--- src/rtl/complex_mac_sequencer.sv ---
// Sequences C = A x B through an external complex MAC; results emerge one per N cycles.
// Load/capture events ride a MAC_LATENCY-deep delay line so issue and drain overlap.
module complex_mac_sequencer #(
  parameter int I_DATA_WIDTH = 32,
  parameter int O_DATA_WIDTH = 80,
  parameter int N            = 4,
  parameter int MAC_LATENCY  = 7,
  localparam int AW          = (N * N > 1) ? $clog2(N * N) : 1
) (
  input  logic                    clk,
  input  logic                    reset,
  input  logic                    start,
  output logic                    busy,
  output logic                    done,
  output logic [AW-1:0]           a_addr,
  input  logic [I_DATA_WIDTH-1:0] a_rdata,
  output logic [AW-1:0]           b_addr,
  input  logic [I_DATA_WIDTH-1:0] b_rdata,
  output logic [I_DATA_WIDTH-1:0] mac_a,
  output logic [I_DATA_WIDTH-1:0] mac_b,
  output logic                    mac_load,
  input  logic [O_DATA_WIDTH-1:0] mac_acc,
  output logic                    c_valid,
  output logic [AW-1:0]           c_addr,
  output logic [O_DATA_WIDTH-1:0] c_data
);

  localparam int CW = (N > 1) ? $clog2(N) : 1;
  localparam int L  = MAC_LATENCY;

  typedef enum logic [1:0] {IDLE, ISSUE, DRAIN, DONE} state_t;

  state_t          state, state_nxt;
  logic [CW-1:0]   ci, cj, ck;
  logic            issue, last_issue, last_res, op_vld;
  logic [L-1:0]    ld_pipe;
  logic [L:0]      cap_pipe;
  logic [AW-1:0]   res_cnt;

  assign last_issue = issue && (ci == CW'(N - 1)) && (cj == CW'(N - 1)) && (ck == CW'(N - 1));
  assign last_res   = c_valid && (c_addr == AW'(N * N - 1));

  always_ff @(posedge clk) begin
    if (reset) state <= IDLE;
    else       state <= state_nxt;
  end

  always_comb begin
    state_nxt = state;
    case (state)
      IDLE:    if (start)      state_nxt = ISSUE;
      ISSUE:   if (last_issue) state_nxt = DRAIN;
      DRAIN:   if (last_res)   state_nxt = DONE;
      DONE:                    state_nxt = IDLE;
      default:                 state_nxt = IDLE;
    endcase
  end

  always_comb begin
    busy  = (state != IDLE);
    done  = (state == DONE);
    issue = (state == ISSUE);
  end

  // k innermost; counters wrap to zero after the final pair, ready for the next run
  always_ff @(posedge clk) begin
    if (reset) begin
      ci <= '0;
      cj <= '0;
      ck <= '0;
    end else if (issue) begin
      if (ck == CW'(N - 1)) begin
        ck <= '0;
        if (cj == CW'(N - 1)) begin
          cj <= '0;
          ci <= (ci == CW'(N - 1)) ? '0 : ci + 1'b1;
        end else begin
          cj <= cj + 1'b1;
        end
      end else begin
        ck <= ck + 1'b1;
      end
    end
  end

  assign a_addr = issue ? AW'(int'(ci) * N + int'(ck)) : '0;
  assign b_addr = issue ? AW'(int'(ck) * N + int'(cj)) : '0;

  always_ff @(posedge clk) begin
    if (reset) begin
      op_vld   <= 1'b0;
      ld_pipe  <= '0;
      cap_pipe <= '0;
    end else begin
      op_vld   <= issue;
      ld_pipe  <= {ld_pipe[L-2:0], issue && (ck == '0)};
      cap_pipe <= {cap_pipe[L-1:0], issue && (ck == CW'(N - 1))};
    end
  end

  assign mac_a    = op_vld ? a_rdata : '0;
  assign mac_b    = op_vld ? b_rdata : '0;
  assign mac_load = ld_pipe[L-1];

  always_ff @(posedge clk) begin
    if (reset) begin
      c_valid <= 1'b0;
      c_addr  <= '0;
      c_data  <= '0;
      res_cnt <= '0;
    end else begin
      c_valid <= cap_pipe[L];
      if (cap_pipe[L]) begin
        c_data  <= mac_acc;
        c_addr  <= res_cnt;
        res_cnt <= (res_cnt == AW'(N * N - 1)) ? '0 : res_cnt + 1'b1;
      end
    end
  end

endmodule

--- config.mk ---
export PLATFORM = sky130hd
export DESIGN_NAME = complex_mac_sequencer
export DESIGN_NICKNAME = d
export VERILOG_FILES = /design/src/rtl/complex_mac_sequencer.sv
export SDC_FILE = /design/constraint.sdc
export NUM_CORES = 1
export LEC_CHECK = 0
export ABC_AREA = 1
export BUFFER_PORTS_ARGS = -buffer_cell sky130_fd_sc_hd__buf_2
export CORE_AREA = 2 2 121 123
export DETAILED_ROUTE_END_ITERATION = 6
export DIE_AREA = 0 0 123 125
export GPL_TIMING_DRIVEN = 0
export PLACE_DENSITY_LB_ADDON = 0.05
export SLEW_MARGIN = 20
export SYNTH_ARGS = -nofsm -noshare
export SYNTH_HDL_FRONTEND = slang
export SYNTH_SLANG_ARGS = --single-unit
--- constraint.sdc ---
create_clock -name clk -period 2.2 [get_ports clk]
set_input_delay 0.11 -clock clk [delete_from_list [all_inputs] [get_ports clk]]
set_output_delay 0.11 -clock clk [all_outputs]
set_load 0.005 [all_outputs]
==> results of run 1 <==
flip-flops by register name (all words and copies together), names as in the netlist:
signal and cells:
res_cnt 4, ck 2, cap_pipe 8, c_addr 4, state 2, op_vld 1, c_valid 1, ci 2
cj 2, ld_pipe 7, c_data 80
final cells by class:
cell class | instances | share of cell area (%)
multi-input cells | 389 | 22.3
well taps | 184 | 2.98
clock inverters | 4 | 0.615
clock buffers | 27 | 6.77
inverters | 97 | 4.71
flip-flops and latches | 113 | 29.3
plain buffers | 40 | 3.03
repair buffers | 387 | 30.3
stage by stage:
stage	area, um^2	hold WS (ns)
finish	7730	0.115
global route	7730	0.128
CTS	7730	0.0936
detailed placement	6350	0.336
global placement	6350	0.334
floorplan	4580	0.188
power groups by stage:
stage / clock network [W] / logic (W) / registers, W
6_report: 0.00262 / 0.000860 / 0.00212
5_1_grt: 0.00278 / 0.000983 / 0.00213
4_1_cts: 0.00268 / 0.000866 / 0.00212
3_5_place_dp: 0 / 0.000750 / 0.00216
3_3_place_gp: 0 / 0.000754 / 0.00216
2_1_floorplan: 0 / 0.000398 / 0.00216
worst register-to-register path: stages, from the launching register on:
cell,delay [ns]
dfxtp_1,0.35
inv_1,0.08
ha_1,0.22
buf_2,0.19
nand2_1,0.13
nand3_1,0.11
nand2_1,0.09
inv_1,0.04
nor2_1,0.08
metal layers:
metal,vias to the layer above,GRT usage [%],share of wire (%)
met3,16,6.34,8.2
met4,0,7.35,1.5
li1,2736,-,-
met2,203,36.7,50
met5,-,0,0
met1,2332,23.1,41
cells by family (layout without fill, tap and decap cells):
kind of cell / count (synthesis) / after routing / synth area share [%]
flip-flops: 113 / 113 / 49.3
adder cells (fa/ha/maj): 9 / 9 / 2.46
AND/OR/NAND/NOR: 278 / 278 / 23.6
buffers and inverters: 137 / 555 / 13.0
XOR/XNOR: 1 / 1 / 0.191
AO/OA/AOI/OAI: 101 / 101 / 11.4
worst max-delay path by stage:
| stage | startpoint | endpoint | slack, ns | cells after the start |
|---|---|---|---|---|
| 2_1_floorplan | state[0] | state[1] | 1.00 | 8 |
| 3_3_place_gp | state[1] | state[1] | 0.84 | 8 |
| 3_5_place_dp | state[1] | state[1] | 0.85 | 8 |
| 4_1_cts | state[1] | b_addr[3] | 0.42 | 7 |
| 5_1_grt | state[1] | b_addr[2] | 0.24 | 7 |
| 6_report | state[1] | b_addr[3] | 0.46 | 7 |
cell usage in the layout, fill, tap and decap left out:
master and count:
a211oi_1 1, a21oi_1 9, buf_12 1, buf_2 317, buf_4 8, buf_6 3, bufinv_16 1, clkbuf_1 20
clkbuf_16 17, clkbuf_2 1, clkbuf_8 6, clkinv_2 2, clkinvlp_4 1, dfxtp_1 113, dlygate4sd3_1 81, ha_1 9
inv_1 94, inv_2 3, nand2_1 81, nand2_2 1, nand2_4 1, nand3_1 3, nand4_1 2, nor2_1 185
nor3_1 2, nor3_2 1, nor3b_2 1, o211a_1 1, o21ai_0 89, o31ai_2 1, or2_2 1, xor2_1 1
==> qor.yml, run 1 <==
logic_synthesis:
  netlist_instances: 639
  ys_ff_latch: 113
  synth_flop_cell: "dfxtp_1"
  synthTopCellsByArea: "dfxtp_1 49%, nor2_1 15%, o21ai_0 9.7%"
  synthesis.nets: 795
  synth_edf_count: 0
  yosys.cell_types.count: 26
  syn_avg_cell_area_um2: 7.17
  synth_area_mm2: 0.00458
  synth_most_common_cell: "nor2_1"
  yosysWarningCount: 0
  yosysSeqAreaShare_pct: 49.3
  yosysTopAreaCell: "dfxtp_1"
  synth_top_area_share_pct: 49.3
  synth_common_cells: "185 x nor2_1, 113 x dfxtp_1, 94 x inv_1"
  ys_async_sr_fraction_pct: 0
critical_path:
  worst_ep_required_time_ns: 2.09
  cp.arrival_ns: 1.63
  worst-path-max-fanout: 10
  timing.critical_path.slowest_cell_delay_ns: 0.35
  crit_path_end_kind: "output port"
  slowest_stage: "dfxtp_1"
  critPathTopFamily: "buffers and inverters"
  r2r_cells: 8
  r2r_start: "state[1]"
  path_cells: "inv_1 -> ha_1 -> buf_2 -> nand2_1 -> inv_1 -> buf_4 -> buf_2"
  reg2reg_to: "state[1]"
  worstSetupPathType: "flop to output port"
  cp_num_buf_inv: 5
  rrSetupSlack_ns: 0.86
  critPathLaunchType: "flop"
hold_path:
  whs_endpoint: "state[1]"
  min-delay-path-class: "input pin to flop"
  hp-start: "start"
  whs_path_depth: 5
drt:
  drtAntennaViolNets: 0
  drt-initial-drc-count: 186
  routed_wl_um: 15600
  avgRoutedWirePerCell_um: 12.6
  firstDrtPassIters: 4
  num_vias: 5287
  route.detailed.drc: 0
  post_drt_via_cell_ratio: 4.26
clocking:
  insertion_delay_ns: 0.41
  htree_num_levels: 4
  cts-root-buf: "clkbuf_16"
  clk_pin_slew_worst_paths_ns: 0.05
  clock-sinks: 113
  cts_tree: "built"
  cts_setup_buffers: 0
  numCtsBuffers: 17
  cts_buffer_depth: 2
  cts_hold_buf: 81
  ctsResizeCount: 0
final_layout:
  multi_input_area_mm2: 0.00172
  fillers: 1396
  final_cells: 1241
  num_antenna_cells: 0
  fin_nets: 1201
  post-route-util_pct: 54.4
  register_area_mm2: 0.00226
  drive_gt1_share_pct: 34.6
  area_growth_pct: 68.6
outcome:
  outcome: "completed"
power_and_ir_drop:
  internal_power_w: 0.00425
  power_frac_comb_pct: 15.3
  ir_worst_vdd_mv: 0.376
  p_sw_share_pct: 24.2
  p_per_area_mw_per_mm2: 725
  power_switching_w: 0.00136
  finalPower_w: 0.00561
  seqPwrFrac_pct: 37.8
  p_leak_nw: 4.67
  p_clk_share_pct: 46.8
sta:
  max_clock_freq_mhz: 574
  drv_slew: 0
  worst_pin_slew_ns: 0.530
  fin_skew_ns: 0.00709
  setup_viol: 0
  min_period_ns: 1.74
  finalCritPeriodShare_pct: 79.2
  fin_tns_setup_ns: 0
  timing.final.ws_setup_ns: 0.458
  rsz0062_at_grt: "no"
  hold_violations: 0
  slew_headroom_pct: 64.7
placement:
  place_ws_ns: 0.853
  dp_hpwl_um: 11200
  port_buffers: 306
  dp.cells: 1129
  gp_congestion: 0.764
floorplan:
  ios: 307
  die_x_um: 123
  initial_core_util_pct: 32.3
  core.rowCount: 44
  die-area_mm2: 0.0154
  coreArea_mm2: 0.0142
  die_y_um: 125
global_routing:
  grt_max_degree: 17
  antenna_found_initial: 0
  track_usage_pct: 20.7
  grt_pass1_wl_um: 25000
  grt_pass1_vias: 5261
  grt_overflow_total: 0
run:
  cap_viol_max_count: 0
Note: power is estimated with default switching activity, not from simulation.
==> run 2, diff against run 1 <==
Settings changed: ABC_AREA 1 to 0, CORE_AREA 2 2 121 123 to 2 2 120 122, DIE_AREA 0 0 123 125 to 0 0 122 124.
Clock period 2.2 ns to 1.6 ns, I/O delays scaled along.
==> run 2 against run 1 <==
Cell area grew 0.52%; global-route usage down 2.6 points; first-iteration DRC count is 14% lower; power is 51% higher; count of clock-buffer cells in the layout shrank 9; register-to-register slack lost 0.74 ns; clock power increased by 63%; utilization grew 2.2 points; combinational power is 49% higher; synthesized cell count fell by 29%.
==> qor.yml, run 2 <==
outcome:
  outcome: "completed"
sta:
  slew_headroom_pct: 64.8  # +0.15 points
  finalCritPeriodShare_pct: 92.3
  max_clock_freq_mhz: 677
  fin_skew_ns: 0.00571  # -0.00138 ns
  min_period_ns: 1.48
  timing.final.ws_setup_ns: 0.123  # -0.335 ns
  worst_pin_slew_ns: 0.528  # -0.00232 ns
  hold_violations: 0  # unchanged
  rsz0062_at_grt: "no"
  setup_viol: 0  # unchanged
  fin_tns_setup_ns: 0  # unchanged
  drv_slew: 0  # unchanged
logic_synthesis:
  synth_most_common_cell: "dfxtp_1"
  ys_ff_latch: 113  # unchanged
  netlist_instances: 455  # -29%
  yosysWarningCount: 0  # unchanged
  synthesis.nets: 611  # -23%
  synth_edf_count: 0  # unchanged
  synth-adder-area-share_pct: 2.52  # +0.060 points
  yosysTopAreaCell: "dfxtp_1"
  yosys.area_share.simple_pct: 21.7  # -1.9 points
  synthTopCellsByArea: "dfxtp_1 51%, mux2i_1 20%, and2_1 10%"
  synth_area_mm2: 0.00448  # -2.4%
  ys_async_sr_fraction_pct: 0  # unchanged
  yosysSeqAreaShare_pct: 50.5  # +1.2 points
  synth_xor_area_share_pct: 0.196  # +0.0046 points
  syn_avg_cell_area_um2: 9.84  # +37%
  synth_top_area_share_pct: 50.5  # +1.2 points
  synth_compound_area_share_pct: 1.34  # -10 points
  synth_top_family_by_area: "simple AND/OR/NAND/NOR gates"
  synth_common_cells: "113 x dfxtp_1, 95 x nor2_1, 90 x mux2i_1"
  yosys.cell_types.count: 24  # -7.7%
  synth_flop_cell: "dfxtp_1"
  synth.area.mux_share_pct: 20.1  # +20 points
clocking:
  insertion_delay_ns: 0.40  # about the same
  cts_buffer_depth: 2  # unchanged
  cts_tree: "built"
  htree_num_levels: 4  # unchanged
  cts-root-buf: "clkbuf_16"
  clock-sinks: 113  # unchanged
  numCtsBuffers: 17  # unchanged
  clk_pin_slew_worst_paths_ns: 0.05  # about the same
power_and_ir_drop:
  internal_power_w: 0.00656  # +54%
  p_clk_share_pct: 50.3  # +3.5 points
  ir_worst_vdd_mv: 0.752  # +100%
  seqPwrFrac_pct: 34.7  # -3.1 points
  p_sw_share_pct: 22.8  # -1.5 points
  power_switching_w: 0.00193  # +42%
  p_leak_nw: 3.81  # -19%
  power_frac_comb_pct: 15.0  # -0.3 points
  p_per_area_mw_per_mm2: 1090  # +51%
placement:
  place_ws_ns: 0.0317  # -0.822 ns
  port_buffers: 306  # unchanged
  dp_hpwl_um: 10100  # -10%
  gp_congestion: 0.769  # +0.68%
floorplan:
  ios: 307  # unchanged
  die-area_mm2: 0.0151  # -1.6%
  die_x_um: 122  # -0.81%
  coreArea_mm2: 0.0137  # -3.4%
  die_y_um: 124  # -0.80%
  initial_core_util_pct: 32.6  # +0.35 points
  core.rowCount: 43  # -2.3%
global_routing:
  grt_pass1_vias: 4378  # -17%
  track_usage_pct: 18.1  # -2.6 points
  grt_pass1_wl_um: 21300  # -15%
  grt_max_degree: 17  # unchanged
  antenna_found_initial: 0  # unchanged
  grt_overflow_total: 0  # unchanged
run:
  cap_viol_max_count: 0  # unchanged
hold_path:
  whs_path_depth: 4  # -1
  min-delay-path-class: "input pin to flop"
drt:
  post_drt_via_cell_ratio: 4.26  # about the same
  drt-initial-drc-count: 160  # -14%
  route.detailed.drc: 0  # unchanged
  avgRoutedWirePerCell_um: 13.1  # +4.1%
  firstDrtPassIters: 5  # +1
  routed_wl_um: 13800  # -11%
  num_vias: 4501  # -15%
  drtAntennaViolNets: 0  # unchanged
final_layout:
  top_regs: "c_data: 80 flops, cap_pipe: 8 flops, ld_pipe: 7 flops"
  drive_gt1_share_pct: 41.9  # +7.3 points
  num_antenna_cells: 0  # unchanged
  final_common_cell: "buf_2"
  post-route-util_pct: 56.6  # +2.2 points
  area_growth_pct: 73.6
  largest_reg_flops: 80  # unchanged
  mostFrequentLayoutCells: "316 x buf_2, 109 x dfxtp_1, 95 x nor2_1"
  fin_nets: 1019  # -15%
  top_register: "c_data"
critical_path:
  critPathLaunchType: "flop"
  r2r_cells: 4  # -4
  slowest_stage: "a222oi_1"
  cp.arrival_ns: 1.81  # +0.18 ns
  reg2reg_to: "state[1]"
  rrSetupSlack_ns: 0.12  # -0.74 ns
  worst_ep_required_time_ns: 1.93  # -0.16 ns
  worst-path-max-fanout: 4  # -6
  startpoint: "state[0]"
  timing.critical_path.slowest_cell_delay_ns: 0.50  # +0.15 ns
  crit_path_end: "state[1]"
  worstSetupPathType: "flop to flop"
  crit_path_end_kind: "flop"
  r2r_start: "state[0]"
  path_cells: "inv_1 -> ha_1 -> a222oi_1 -> mux2i_1"
==> run 2: changes by cell type in the layout (fill, tap and decap cells not counted), sizes merged, moves of 72 or more <==
cell   previous run  this run
o21ai            89         0
nor2            185        95
and2              0        72
mux2i             0        90
inv              97         5
nand2            83         3
==> run 2: how the worst min path moves through the flow <==
stage / start / endpoint
2_1_floorplan: reset / op_vld
5_1_grt: start / state[1]
6_report: start / state[1]
3_3_place_gp: mac_acc[52] / c_data[52]
4_1_cts: start / state[1]
3_5_place_dp: reset / op_vld
==> run 2: through the flow <==
step	hold slack (ns)	instances	cell area, um^2	total power, W
after floorplan	0.166	455	4480	0.00348
after global placement	0.313	941	6230	0.00400
after detailed placement	0.315	941	6230	0.00403
after CTS	0.114	1057	7770	0.00860
after global routing	0.131	1056	7770	0.00891
final	0.135	1056	7770	0.00849
==> run 2: what timing repair did <==
action                                  in CTS  in global routing
gates resized for setup                     10                 11
pin swaps                                    0                  1
setup buffers                                3                  0
endpoints found under the setup margin      10                 31
endpoints found under the hold margin       81                  0
hold buffers                                81                  0
==> run 2: area by class of cell <==
class | count | area (um^2)
fill | 1223 | 5950
clock buffer | 18 | 439
inverter | 6 | 23.8
sequential | 113 | 2270
timing repair buffer | 390 | 2360
tap | 180 | 225
multi-input combinational | 305 | 2070
clock inverter | 14 | 236
buffer | 30 | 138
==> run 2: cell families (layout without fill, tap and decap cells) <==
| family | Yosys count | count (layout) |
|---|---|---|
| AOI/OAI and AO/OA | 9 | 9 |
| xor gates and xnor gates | 1 | 1 |
| adders and majority gates | 9 | 9 |
| buffers and inverters | 37 | 458 |
| DFF | 113 | 113 |
| muxes | 90 | 90 |
| and+or+nand+nor | 196 | 196 |
==> run 2: power groups by stage <==
stage	registers (W)	clock network, W	logic [W]
global placement	0.00299	0	0.00101
detailed placement	0.00299	0	0.00104
CTS	0.00294	0.00437	0.00129
finish	0.00294	0.00427	0.00128
floorplan	0.00297	0	0.000510
global route	0.00295	0.00453	0.00142
==> run 2: critical path, delay by kind of cell, from the launching register on <==
kind / cells / cell delay [ns]
multiplexers: 1 / 0.22
buffers and inverters: 1 / 0.07
adder cells (fa/ha/maj): 1 / 0.23
flip-flops: 1 / 0.37
AO/OA/AOI/OAI: 1 / 0.50
==> run 2: routing by layer <==
layer	global-route usage, %	up-vias	part of all wire [%]
met4	5.96	0	0.84
met5	0	-	0
met3	6.32	11	7.6
met1	19.9	2025	40
met2	32.6	168	52
li1	-	2297	-
==> run 3, diff against run 2 <==
Settings changed: ABC_AREA 0 to unset, RECOVER_POWER set to 100.
==> run 3 against run 2 <==
Clock skew is essentially flat; register-to-register slack is essentially flat; hold slack gained 0.0032 ns; die area stayed put; count of clock-buffer cells in the layout stayed put; cell area shrank 1.4%; sequential share of layout area increased by 0.42 points; sequential power is essentially flat; critical path depth rose by 1; sequential cell count is the same; non-clock buffer count unchanged; critical path type is now flop to output port; largest power group unchanged; highest routed layer unchanged.
==> qor.yml, run 3 (same netlist as run 2, synthesis figures left out) <==
outcome:
  outcome: "completed"
critical_path:
  cp.arrival_ns: 1.40  # -0.41 ns
  timing.critical_path.slowest_cell_delay_ns: 0.33  # -0.17 ns
  r2r_cells: 4  # unchanged
  worst_ep_required_time_ns: 1.52  # -0.41 ns
  crit_path_end_kind: "output port"
  path_cells: "inv_2 -> ha_4 -> and2_0 -> clkbuf_4 -> buf_2"
  slowest_stage: "dfxtp_2"
  critPathLaunchType: "flop"
  worst-path-max-fanout: 9  # +5
  worstSetupPathType: "flop to output port"
drt:
  avgRoutedWirePerCell_um: 13.1  # +0.22%
  firstDrtPassIters: 4  # -1
  drt-initial-drc-count: 151  # -5.6%
  route.detailed.drc: 0  # unchanged
  num_vias: 4487  # -0.31%
  routed_wl_um: 13900  # +0.22%
  drtAntennaViolNets: 0  # unchanged
  post_drt_via_cell_ratio: 4.25  # -0.31%
sta:
  drv_slew: 0  # unchanged
  fin_skew_ns: 0.00583  # +0.000118 ns
  hold_violations: 0  # unchanged
  min_period_ns: 1.48  # +0.00582 ns
  slew_headroom_pct: 64.8  # about the same
  rsz0062_at_grt: "no"
  fin_tns_setup_ns: 0  # unchanged
  max_clock_freq_mhz: 674  # -0.39%
  timing.final.ws_setup_ns: 0.117  # -0.00582 ns
  worst_pin_slew_ns: 0.528  # -0.0000743 ns
  setup_viol: 0  # unchanged
  finalCritPeriodShare_pct: 92.7  # +0.36 points
floorplan:
  die-area_mm2: 0.0151  # unchanged
  die_x_um: 122  # unchanged
  core.rowCount: 43  # unchanged
  initial_core_util_pct: 32.6  # unchanged
  ios: 307  # unchanged
  die_y_um: 124  # unchanged
  coreArea_mm2: 0.0137  # unchanged
final_layout:
  post-route-util_pct: 55.8  # -0.80 points
  area_growth_pct: 71.1
  final_common_cell: "buf_2"
  top_regs: "c_data: 80 flops, cap_pipe: 8 flops, ld_pipe: 7 flops"
  num_antenna_cells: 0  # unchanged
  fin_nets: 1019  # unchanged
  final_cell_area_mm2: 0.00766  # -1.4%
  largest_reg_flops: 80  # unchanged
  top_register: "c_data"
  drive_gt1_share_pct: 32.2  # -9.7 points
  fillers: 1272  # +4.0%
  mostFrequentLayoutCells: "229 x buf_2, 109 x dfxtp_1, 98 x clkbuf_1"
power_and_ir_drop:
  power_switching_w: 0.00193  # -0.25%
  power_frac_comb_pct: 14.8  # -0.2 points
  p_leak_nw: 3.41  # -10%
  ir_worst_vdd_mv: 0.752  # about the same
  p_per_area_mw_per_mm2: 1100  # +0.95%
  p_sw_share_pct: 22.8  # +0.051 points
  seqPwrFrac_pct: 34.8  # about the same
  p_clk_share_pct: 50.4  # about the same
  finalPower_w: 0.00845  # -0.48%
  internal_power_w: 0.00652  # -0.54%
global_routing:
  grt_pass1_vias: 4378  # unchanged
  grt_pass1_wl_um: 21300  # unchanged
  grt_overflow_total: 0  # unchanged
  grt_max_degree: 17  # unchanged
  track_usage_pct: 18.1  # unchanged
  antenna_found_initial: 0  # unchanged
hold_path:
  min-delay-path-class: "input pin to flop"
  whs_path_depth: 4  # unchanged
clocking:
  htree_num_levels: 4  # unchanged
  insertion_delay_ns: 0.40  # about the same
  cts_buffer_depth: 2  # unchanged
  clk_pin_slew_worst_paths_ns: 0.05  # about the same
  numCtsBuffers: 17  # unchanged
  clock-sinks: 113  # unchanged
  cts-root-buf: "clkbuf_16"
  cts_tree: "built"
placement:
  port_buffers: 306  # unchanged
  place_ws_ns: 0.0317  # unchanged
  dp_hpwl_um: 10100  # unchanged
  dpl_cell_area_mm2: 0.00623  # unchanged
  gp_congestion: 0.769  # unchanged
run:
  cap_viol_max_count: 0  # unchanged
run 3: changes by cell type in the layout (fill, tap and decap cells not counted):
cell      change
and2_0       +25
and2_1       -24
and2_4        -1
buf_1         -1
buf_2        -87
buf_4         -2
clkbuf_1     +85
clkbuf_2      +4
clkbuf_4      +1
run 3: timing repair:
action                                 CTS  global route
pin swaps                                0             1
setup endpoints to repair               10            31
buffers inserted                         3             0
gates resized for setup                 10            11
endpoints found under the hold margin   81             0
hold buffers                            81             0
run 3: worst paths after layout:
path	from	endpoint	slack, ns
setup reg to reg	state[0]	state[1]	0.12
hold reg to reg	cap_pipe[6]	cap_pipe[7]	0.43
hold / removal	start	state[1]	0.14
setup / recovery	state[1]	b_addr[3]	0.12
run 3: routing by layer:
| metal | part of all wire (%) | global-route usage [%] | vias up |
|---|---|---|---|
| li1 | - | - | 2296 |
| met1 | 40 | 19.9 | 2017 |
| met2 | 52 | 32.6 | 165 |
| met3 | 7.5 | 6.32 | 9 |
| met4 | 0.70 | 5.96 | 0 |
| met5 | 0 | 0 | - |
run 3: through the flow:
stage | std cells | hold slack, ns
after floorplan | 455 | 0.166
after global placement | 941 | 0.313
after detailed placement | 941 | 0.315
after CTS | 1057 | 0.114
after global routing | 1056 | 0.131
final | 1056 | 0.138
run 3: worst max-delay path, delay by kind of cell, from the launching register on:
kind / cells / cell delay, ns
adders and majority gates: 1 / 0.19
buffers and inverters: 3 / 0.30
DFF: 1 / 0.33
and+or+nand+nor: 1 / 0.18
run 3: cell type report:
type | count | area, um^2 | share of cell area (%)
Clock buffer | 18 | 439 | 5.74
Timing Repair Buffer | 390 | 2260 | 29.5
Buffer | 30 | 138 | 1.80
Tap cell | 180 | 225 | 2.94
Multi-Input combinational cell | 305 | 2070 | 27.0
Sequential cell | 113 | 2270 | 29.6
Inverter | 6 | 23.8 | 0.310
Clock inverter | 14 | 236 | 3.09
run 3: power by group through the flow:
stage	Sequential [W]	Clock (W)	Combinational, W
6_report	0.00294	0.00426	0.00125
5_1_grt	0.00295	0.00453	0.00139
4_1_cts	0.00294	0.00437	0.00129
3_5_place_dp	0.00299	0	0.00104
3_3_place_gp	0.00299	0	0.00101
2_1_floorplan	0.00297	0	0.000510
